**src/rtl/contador_pkg.sv**
```systemverilog
// rtl/contador_pkg.sv - shared types and next-count rule for the modulo-N counter
package contador_pkg;

  typedef enum logic {
    DIR_DOWN = 1'b0,
    DIR_UP   = 1'b1
  } dir_e;

  // Worked in 32 bits so MODULUS-1 and cur+1 never overflow the count width.
  function automatic logic [31:0] next_count(
    input  logic [31:0] cur,
    input  dir_e        dir,
    input  logic [31:0] modulus,
    input  logic        saturate,
    output logic        wrap
  );
    logic [31:0] last;
    last       = modulus - 32'd1;
    wrap       = 1'b0;
    next_count = cur;
    if (dir == DIR_UP) begin
      if (cur >= last) begin
        wrap       = 1'b1;
        next_count = saturate ? last : 32'd0;
      end else begin
        next_count = cur + 32'd1;
      end
    end else begin
      if (cur == 32'd0) begin
        wrap       = 1'b1;
        next_count = saturate ? 32'd0 : last;
      end else begin
        next_count = cur - 32'd1;
      end
    end
  endfunction

endpackage

```
**src/rtl/prescaler_tick.sv**
```systemverilog
// rtl/prescaler_tick.sv - enable-gated tick divider, one tick per DIV_RATIO enabled cycles
module prescaler_tick #(
  parameter int DIV_RATIO = 1
) (
  input  logic clck_i,
  input  logic rst_i,
  input  logic enable_i,
  output logic tick_o
);

  localparam int PW = (DIV_RATIO > 1) ? $clog2(DIV_RATIO) : 1;
  localparam logic [PW-1:0] LAST = PW'(DIV_RATIO - 1);

  logic [PW-1:0] p_q;

  always_ff @(posedge clck_i) begin
    if (rst_i) begin
      p_q <= '0;
    end else if (enable_i) begin
      p_q <= (p_q == LAST) ? '0 : p_q + 1'b1;
    end
  end

  assign tick_o = enable_i && (p_q == LAST);

endmodule

```
**src/rtl/contador_modulo_n.sv**
```systemverilog
// rtl/contador_modulo_n.sv - modulo-N up/down counter with prescaler, load, hold and wrap pulse
module contador_modulo_n
  import contador_pkg::*;
#(
  parameter  int MODULUS   = 4,
  parameter  int DIV_RATIO = 1,
  parameter  int SATURATE  = 0,
  localparam int W         = $clog2(MODULUS)
) (
  input  logic         clck_i,
  input  logic         rst_i,
  input  logic         enable_i,
  input  logic         hold_i,
  input  logic         up_i,
  input  logic         load_i,
  input  logic [W-1:0] load_value_i,
  output logic [W-1:0] state_o,
  output logic         tick_o,
  output logic         wrap_o,
  output logic         at_limit_o
);

  localparam logic [W-1:0] LAST = W'(MODULUS - 1);

  logic [W-1:0] count_q;
  logic         wrap_q;
  logic         tick;
  logic [W-1:0] nxt_count;
  logic         nxt_wrap;
  logic [W-1:0] load_clamped;

  prescaler_tick #(
    .DIV_RATIO(DIV_RATIO)
  ) u_prescaler (
    .clck_i  (clck_i),
    .rst_i   (rst_i),
    .enable_i(enable_i),
    .tick_o  (tick)
  );

  always_comb begin
    nxt_wrap  = 1'b0;
    nxt_count = W'(next_count(32'(count_q), dir_e'(up_i), 32'(MODULUS),
                              SATURATE != 0, nxt_wrap));
  end

  // Compared one bit wider so out-of-range loads are caught for any MODULUS.
  assign load_clamped = ({1'b0, load_value_i} > (W+1)'(MODULUS - 1)) ? LAST : load_value_i;

  always_ff @(posedge clck_i) begin
    if (rst_i) begin
      count_q <= '0;
      wrap_q  <= 1'b0;
    end else begin
      wrap_q <= 1'b0;
      if (load_i) begin
        count_q <= load_clamped;
      end else if (!hold_i && tick) begin
        count_q <= nxt_count;
        wrap_q  <= nxt_wrap;
      end
    end
  end

  assign state_o    = count_q;
  assign wrap_o     = wrap_q;
  assign tick_o     = tick;
  assign at_limit_o = up_i ? (count_q == LAST) : (count_q == '0);

endmodule

```
**config.mk**
```make
export PLATFORM = sky130hd
export DESIGN_NAME = contador_modulo_n
export DESIGN_NICKNAME = d
export VERILOG_FILES = /design/src/rtl/contador_pkg.sv /design/src/rtl/prescaler_tick.sv /design/src/rtl/contador_modulo_n.sv
export SDC_FILE = /design/constraint.sdc
export NUM_CORES = 1
export LEC_CHECK = 0
export CAP_MARGIN = 10
export CORE_AREA = 3 3 40 42
export DETAILED_ROUTE_END_ITERATION = 10
export DIE_AREA = 0 0 43 45
export PLACE_DENSITY = 0.53
export RECOVER_POWER = 100
export SETUP_SLACK_MARGIN = 0.1
export SLEW_MARGIN = 40
export SYNTH_ARGS = -nofsm -noshare
export SYNTH_HDL_FRONTEND = slang
export SYNTH_HIERARCHICAL = 1
export SYNTH_SLANG_ARGS = --single-unit
```
**constraint.sdc**
```tcl
create_clock -name clck_i -period 1.3 [get_ports clck_i]
set_input_delay 0.26 -clock clck_i [delete_from_list [all_inputs] [get_ports clck_i]]
set_output_delay 0.26 -clock clck_i [all_outputs]
set_load 0.03 [all_outputs]
```
==> out/qor.txt, run 1 <==
Max-slew violations = 0
Hold bufs inserted after CTS = 0
Area share of the largest cell type after synthesis = 28.7%
DP HPWL = 459 um
Synthesized netlist net count = 33
Top FF cell, synth = dfxtp_1
RSZ-0062 raised after global routing = true
Number of synthesized register bits = 3
Final core occ = 34.8%
Count of cell types in the netlist = 17
Top cells by area, synth = dfxtp_1 (29%), ha_1 (12%), nor4b_2 (7.2%), inv_1 (5.4%), o41a_1 (5.4%)
Initial antenna violation count = 0
Longest Clk Path Bufs = 2
Max-cap violations = 0
Yosys warns = 6
TritonCTS clock tree = done
FMAX = 679 MHz
Critical path arrival = 1.21 ns
CP startpoint = state_o[1]$_SDFFE_PP0P_
Mean Syn Cell Area = 9.08 um2
Met3 wire len = 76 um
Synth top cells by count = dfxtp_1 (3), inv_1 (3), a21oi_1 (2), ha_1 (2)
EDFF count, synth = 0
Clk_lat worst skew = 0.23 ns
Total gr overflow = 0
Initial drt markers = 4
CP required = 1.04 ns
Largest net degree at the start of global routing = 6
Ports = 13
I/O Buffers = 12
Drt pass-1 iters = 4
Worst min-delay path class = in -> reg
Final #Nets = 54
Routed met2 length = 299 um
CTS H-tree lvls = 1
CP endpoint kind = output pin
Routability congestion estimate = 0.718
Share of layout cells above drive strength 1 = 48.8%
Setup WS post-layout = -0.174 ns
Row count = 13
Final setup viols = 1
PwrDens = 922 nW/um2
Vias per std cell = 4.36
Yosys top cell by area = dfxtp_1
Post-Synth Adder-Cell Area = 12.0%
Fin crit share = 113%
Reg2reg start = state_o[1]$_SDFFE_PP0P_
Clock Tree Root = clkbuf_4
Xor/xnor share of the synthesized area = 4.19%
Largest family of logic cells by synthesized area = simple AND/OR/NAND/NOR gates
Critical-path top delay cell = dfxtp_4
Slew at the pin with the worst max-slew slack = 0.369 ns
Max Used Layer = met3
Status = finished with violations
Post-DP Area = 388 um2
Antenna Nets Post-Route = 0
Area growth, synth to finish = 114%
DR vias = 253
DRC viols = 0
Violated checks = setup timing
Crit Path Max Fanout = 4
Async SR Flop Fraction = 0%
Initial Util = 16.3%
CTS Buf Count = 3
Mapped Cells = 23
Final Hold Viols = 0
Clk_skew = 0.000625 ns
Die ar. = 1940 um2
Post-route cell area = 447 um2
Synthesized cell area = 209 um2
Die X = 43 um
GRT Util Overall = 7.56%
Mux contribution to synthesized area = 0%
Pleak = 0.215 nW
Critical Path Start Type = flop
Core region area = 1280 um2
Biggest cell delay along the critical path = 0.36 ns
Critical path cell sequence = inv_2 -> ha_4 -> nor2b_4 -> a21o_4 -> buf_6
Vias in the first global route = 269
Seq/Total Area, Yosys = 28.7%
Slew HR = 75.5%
Setup Crit Path Kind = reg -> out
HP Start = hold_i
Diodes inserted = 0
First-pass GRT wire length = 1.06 mm
CTS sink count = 3
WL/cell = 11.7 um
Synth Area in Simple Gates = 24.0%
Chip Height = 45 um
Final WL = 678 um
Max VDD drop = 464 uV
Compound-Gate Fraction of Synth Area = 22.2%
Met1 Wirelength = 301 um
CTS clock-pin slew for the worst setup and hold paths = 0.04 ns
Final min period = 1.47 ns
[where the power goes]
group          switching (mW)  total (mW)  internal [mW]
clock                  0.0482       0.163          0.115
combinational          0.0664       0.143         0.0765
sequential            0.00741       0.105         0.0980
total                   0.122       0.412          0.290
[metal layers]
layer	vias to the layer above	track usage, %
met5	-	0
met4	0	3.61
met3	0	3.98
met2	15	12.9
met1	115	7.67
li1	123	-
[through the flow]
stage          TNS, ns  worst slack, ns  power [mW]  hold WS, ns  instances
6_report        -0.174           -0.174       0.412        0.438         58
4_1_cts         -0.186           -0.186       0.413        0.587         57
3_5_place_dp    -0.761           -0.282       0.234        0.606         52
5_1_grt         -0.221           -0.221       0.442        0.452         58
3_3_place_gp    -0.582           -0.230       0.231        0.586         52
2_1_floorplan        0           0.0974       0.177        0.329         23
[final cells by class]
type | instances | area [um2]
clock buffers | 4 | 26.3
multi-input cells | 16 | 173
fillers | 137 | 838
repair buffers | 17 | 148
well taps | 15 | 18.8
inverters | 3 | 13.8
flip-flops and latches | 3 | 67.6
[registers in the layout, summed over array words and instances (netlist names)]
| name | cells |
|---|---|
| state_o | 2 |
| wrap_o | 1 |
[worst max-delay path, delay by kind of cell (launching register included)]
| family | cells | cell delay (ns) |
|---|---|---|
| DFF | 1 | 0.36 |
| AOI/OAI and AO/OA | 1 | 0.19 |
| buffers and inverters | 2 | 0.18 |
| adders and majority gates | 1 | 0.14 |
| and+or+nand+nor | 1 | 0.12 |
[final timing paths]
| kind | end | slack, ns | cells past startpoint |
|---|---|---|---|
| hold / removal | wrap_o$_SDFF_PP0_ | 0.44 | 3 |
| setup reg to reg | state_o[1]$_SDFFE_PP0P_ | 0.13 | 5 |
| hold reg to reg | state_o[1]$_SDFFE_PP0P_ | 0.62 | 2 |
| setup / recovery | at_limit_o | -0.17 | 5 |
[logic make-up (layout without fill, tap and decap cells)]
| kind of cell | Yosys count | count (layout) |
|---|---|---|
| AOI/OAI and AO/OA | 6 | 6 |
| xor gates and xnor gates | 1 | 1 |
| adders and majority gates | 2 | 2 |
| buffers and inverters | 4 | 24 |
| DFF | 3 | 3 |
| and+or+nand+nor | 7 | 7 |
[cell usage in the layout, fill, tap and decap left out, types with 2 or more instances in the layout]
cell type / count
a21oi_1: 2
buf_4: 6
clkbuf_1: 2
clkbuf_4: 3
clkdlybuf4s50_1: 3
dfxtp_4: 2
dlygate4sd2_1: 2
dlymetal6s2s_1: 2
[repair_timing]
action                                 in CTS  in global routing
endpoints found under the hold margin       0                  0
buffers inserted                            1                  1
setup endpoints to repair                   4                  5
resized for setup                           5                  5
pin swaps                                   0                  3
No activity file was read; power rests on OpenSTA's default activity.
==> inputs of run 2 (changes only) <==
--- a/config.mk
+++ b/config.mk
@@ -5,10 +5,9 @@
 export SDC_FILE = /design/constraint.sdc
 export NUM_CORES = 1
 export LEC_CHECK = 0
-export CAP_MARGIN = 10
-export CORE_AREA = 3 3 40 42
+export CORE_AREA = 2 2 39 41
 export DETAILED_ROUTE_END_ITERATION = 10
-export DIE_AREA = 0 0 43 45
+export DIE_AREA = 0 0 41 43
 export PLACE_DENSITY = 0.53
 export RECOVER_POWER = 100
 export SETUP_SLACK_MARGIN = 0.1
==> run 2 against run 1 <==
The run still ends with setup timing left. Worst setup slack gained 0.0056 ns. Utilization shrank 1.7 points. Via count shrank 3.2%. Largest cell class unchanged.
==> out/qor.txt, run 2 (synthesized netlist as in run 1, its figures left out) <==
Biggest cell delay along the critical path = 0.36 ns
Status = finished with violations
Final Hold Viols = 0
Die X = 41 um
Area growth, synth to finish = 119%
Core region area = 1380 um2
Fin crit share = 113%
Vias per std cell = 4.08
Pleak = 0.213 nW
Final #Nets = 55
Initial drt markers = 1
Chip Height = 43 um
Longest Clk Path Bufs = 2
Most common cell after layout, fill and taps aside = buf_4
WL/cell = 9.40 um
Row count = 14
Setup WS post-layout = -0.168 ns
CP endpoint kind = output pin
Slew HR = 75.1%
DR vias = 245
Initial Util = 15.1%
Total gr overflow = 0
Die ar. = 1760 um2
CP required = 1.04 ns
Hold Path Depth = 3
Routability congestion estimate = 0.718
Slew at the pin with the worst max-slew slack = 0.376 ns
TritonCTS clock tree = done
Overall power = 0.410 mW
Critical path arrival = 1.21 ns
Max reg flops = 2
Max-slew violations = 0
Worst Hold Margin = 0.428 ns
Antenna Nets Post-Route = 0
CTS sink count = 3
Worst R2R Path Depth = 5
Diodes inserted = 0
Fin cells = 60
Share of layout cells above drive strength 1 = 50.0%
Worst min-delay path class = in -> reg
DP HPWL = 386 um
Max-cap violations = 0
Delay-heaviest family, CP = flip-flops
Crit Path Max Fanout = 4
Clock Tree Root = clkbuf_4
Final WL = 564 um
RSZ-0062 raised after global routing = true
DRC viols = 0
Most frequent cells in the layout = buf_4 (8), clkdlybuf4s50_1 (4), clkbuf_4 (3)
Final setup viols = 1
Clk_lat worst skew = 0.23 ns
Critical Path Start Type = flop
Largest net degree at the start of global routing = 6
FMAX = 681 MHz
Drt pass-1 iters = 2
Pre-CTS setup slack = -0.238 ns
PwrDens = 894 nW/um2
Post-route cell area = 458 um2
Critical-path top delay cell = dfxtp_4
CTS clock-pin slew for the worst setup and hold paths = 0.04 ns
Max VDD drop = 396 uV
GRT Util Overall = 7.82%
Crit path buffers/inverters = 2
CTS H-tree lvls = 1
Final min period = 1.47 ns
Dpl cells = 52
Setup Crit Path Kind = reg -> out
Vias in the first global route = 242
Initial antenna violation count = 0
I/O Buffers = 12
Final core occ = 33.1%
Violated checks = setup timing
Post-DP Area = 382 um2
Clk_skew = 0.00109 ns
Critical path cell sequence = inv_4 -> ha_4 -> nor2b_4 -> a21o_4 -> buf_6
Ports = 13
CP Depth = 5
CTS Buf Count = 3
First-pass GRT wire length = 903 um
Fin Setup TNS = -0.168 ns
==> run 2: cell types whose count changed in the layout (fill, tap and decap cells not counted), sizes merged <==
cell and delta:
clkdlybuf4s15 +1, clkdlybuf4s50 +1, dlygate4sd3 -1, buf +2
clkbuf -1, dlygate4sd2 -1
==> run 2: area by class of cell <==
type / instances / area, um2
clock buffer: 4 / 26.3
timing repair buffer: 18 / 159
fill: 147 / 926
tap: 16 / 20.0
inverter: 3 / 13.8
sequential: 3 / 67.6
multi-input combinational: 16 / 171
==> run 2: worst reg2reg max path: cells and delay by family (launching register included) <==
kind / cells / cell delay (ns)
buffers and inverters: 1 / 0.04
AND/OR/NAND/NOR: 1 / 0.08
XOR/XNOR: 1 / 0.10
adder cells (fa/ha/maj): 1 / 0.25
flip-flops: 1 / 0.36
AO/OA/AOI/OAI: 1 / 0.19
==> run 2: final timing paths <==
path	start	endpoint	slack [ns]
worst max register to register	state_o[0]$_SDFFE_PP0P_	state_o[1]$_SDFFE_PP0P_	0.18
worst max-delay path	state_o[0]$_SDFFE_PP0P_	at_limit_o	-0.17
worst min-delay path	hold_i	wrap_o$_SDFF_PP0_	0.43
worst min register to register	state_o[0]$_SDFFE_PP0P_	state_o[0]$_SDFFE_PP0P_	0.65
==> run 2: timing repair <==
action | 4_1_cts | 5_1_grt
hold buffers | 0 | 0
gates resized for setup | 4 | 6
pin swaps | 1 | 3
setup endpoints to repair | 3 | 4
buffers inserted | 3 | 1
==> run 2: power breakdown <==
| part | internal [mW] | switching, mW |
|---|---|---|
| registers | 0.0979 | 0.00638 |
| logic | 0.0787 | 0.0646 |
| clock network | 0.115 | 0.0471 |
| total | 0.292 | 0.118 |
==> run 2: layer usage <==
metal | up-vias | track usage, % | share of wire, %
met5 | - | 0 | 0
li1 | 123 | - | -
met1 | 109 | 8.63 | 41
met4 | 0 | 4.00 | 0
met3 | 0 | 4.71 | 9.0
met2 | 13 | 11.3 | 49
==> inputs of run 3 (changes only) <==
--- a/config.mk
+++ b/config.mk
@@ -5,6 +5,7 @@
 export SDC_FILE = /design/constraint.sdc
 export NUM_CORES = 1
 export LEC_CHECK = 0
+export ABC_CLOCK_PERIOD_IN_PS = 1300
 export CORE_AREA = 2 2 39 41
 export DETAILED_ROUTE_END_ITERATION = 10
 export DIE_AREA = 0 0 41 43
==> results of run 3 <==
Final layout, timing and power as in run 2 (identical DEF).
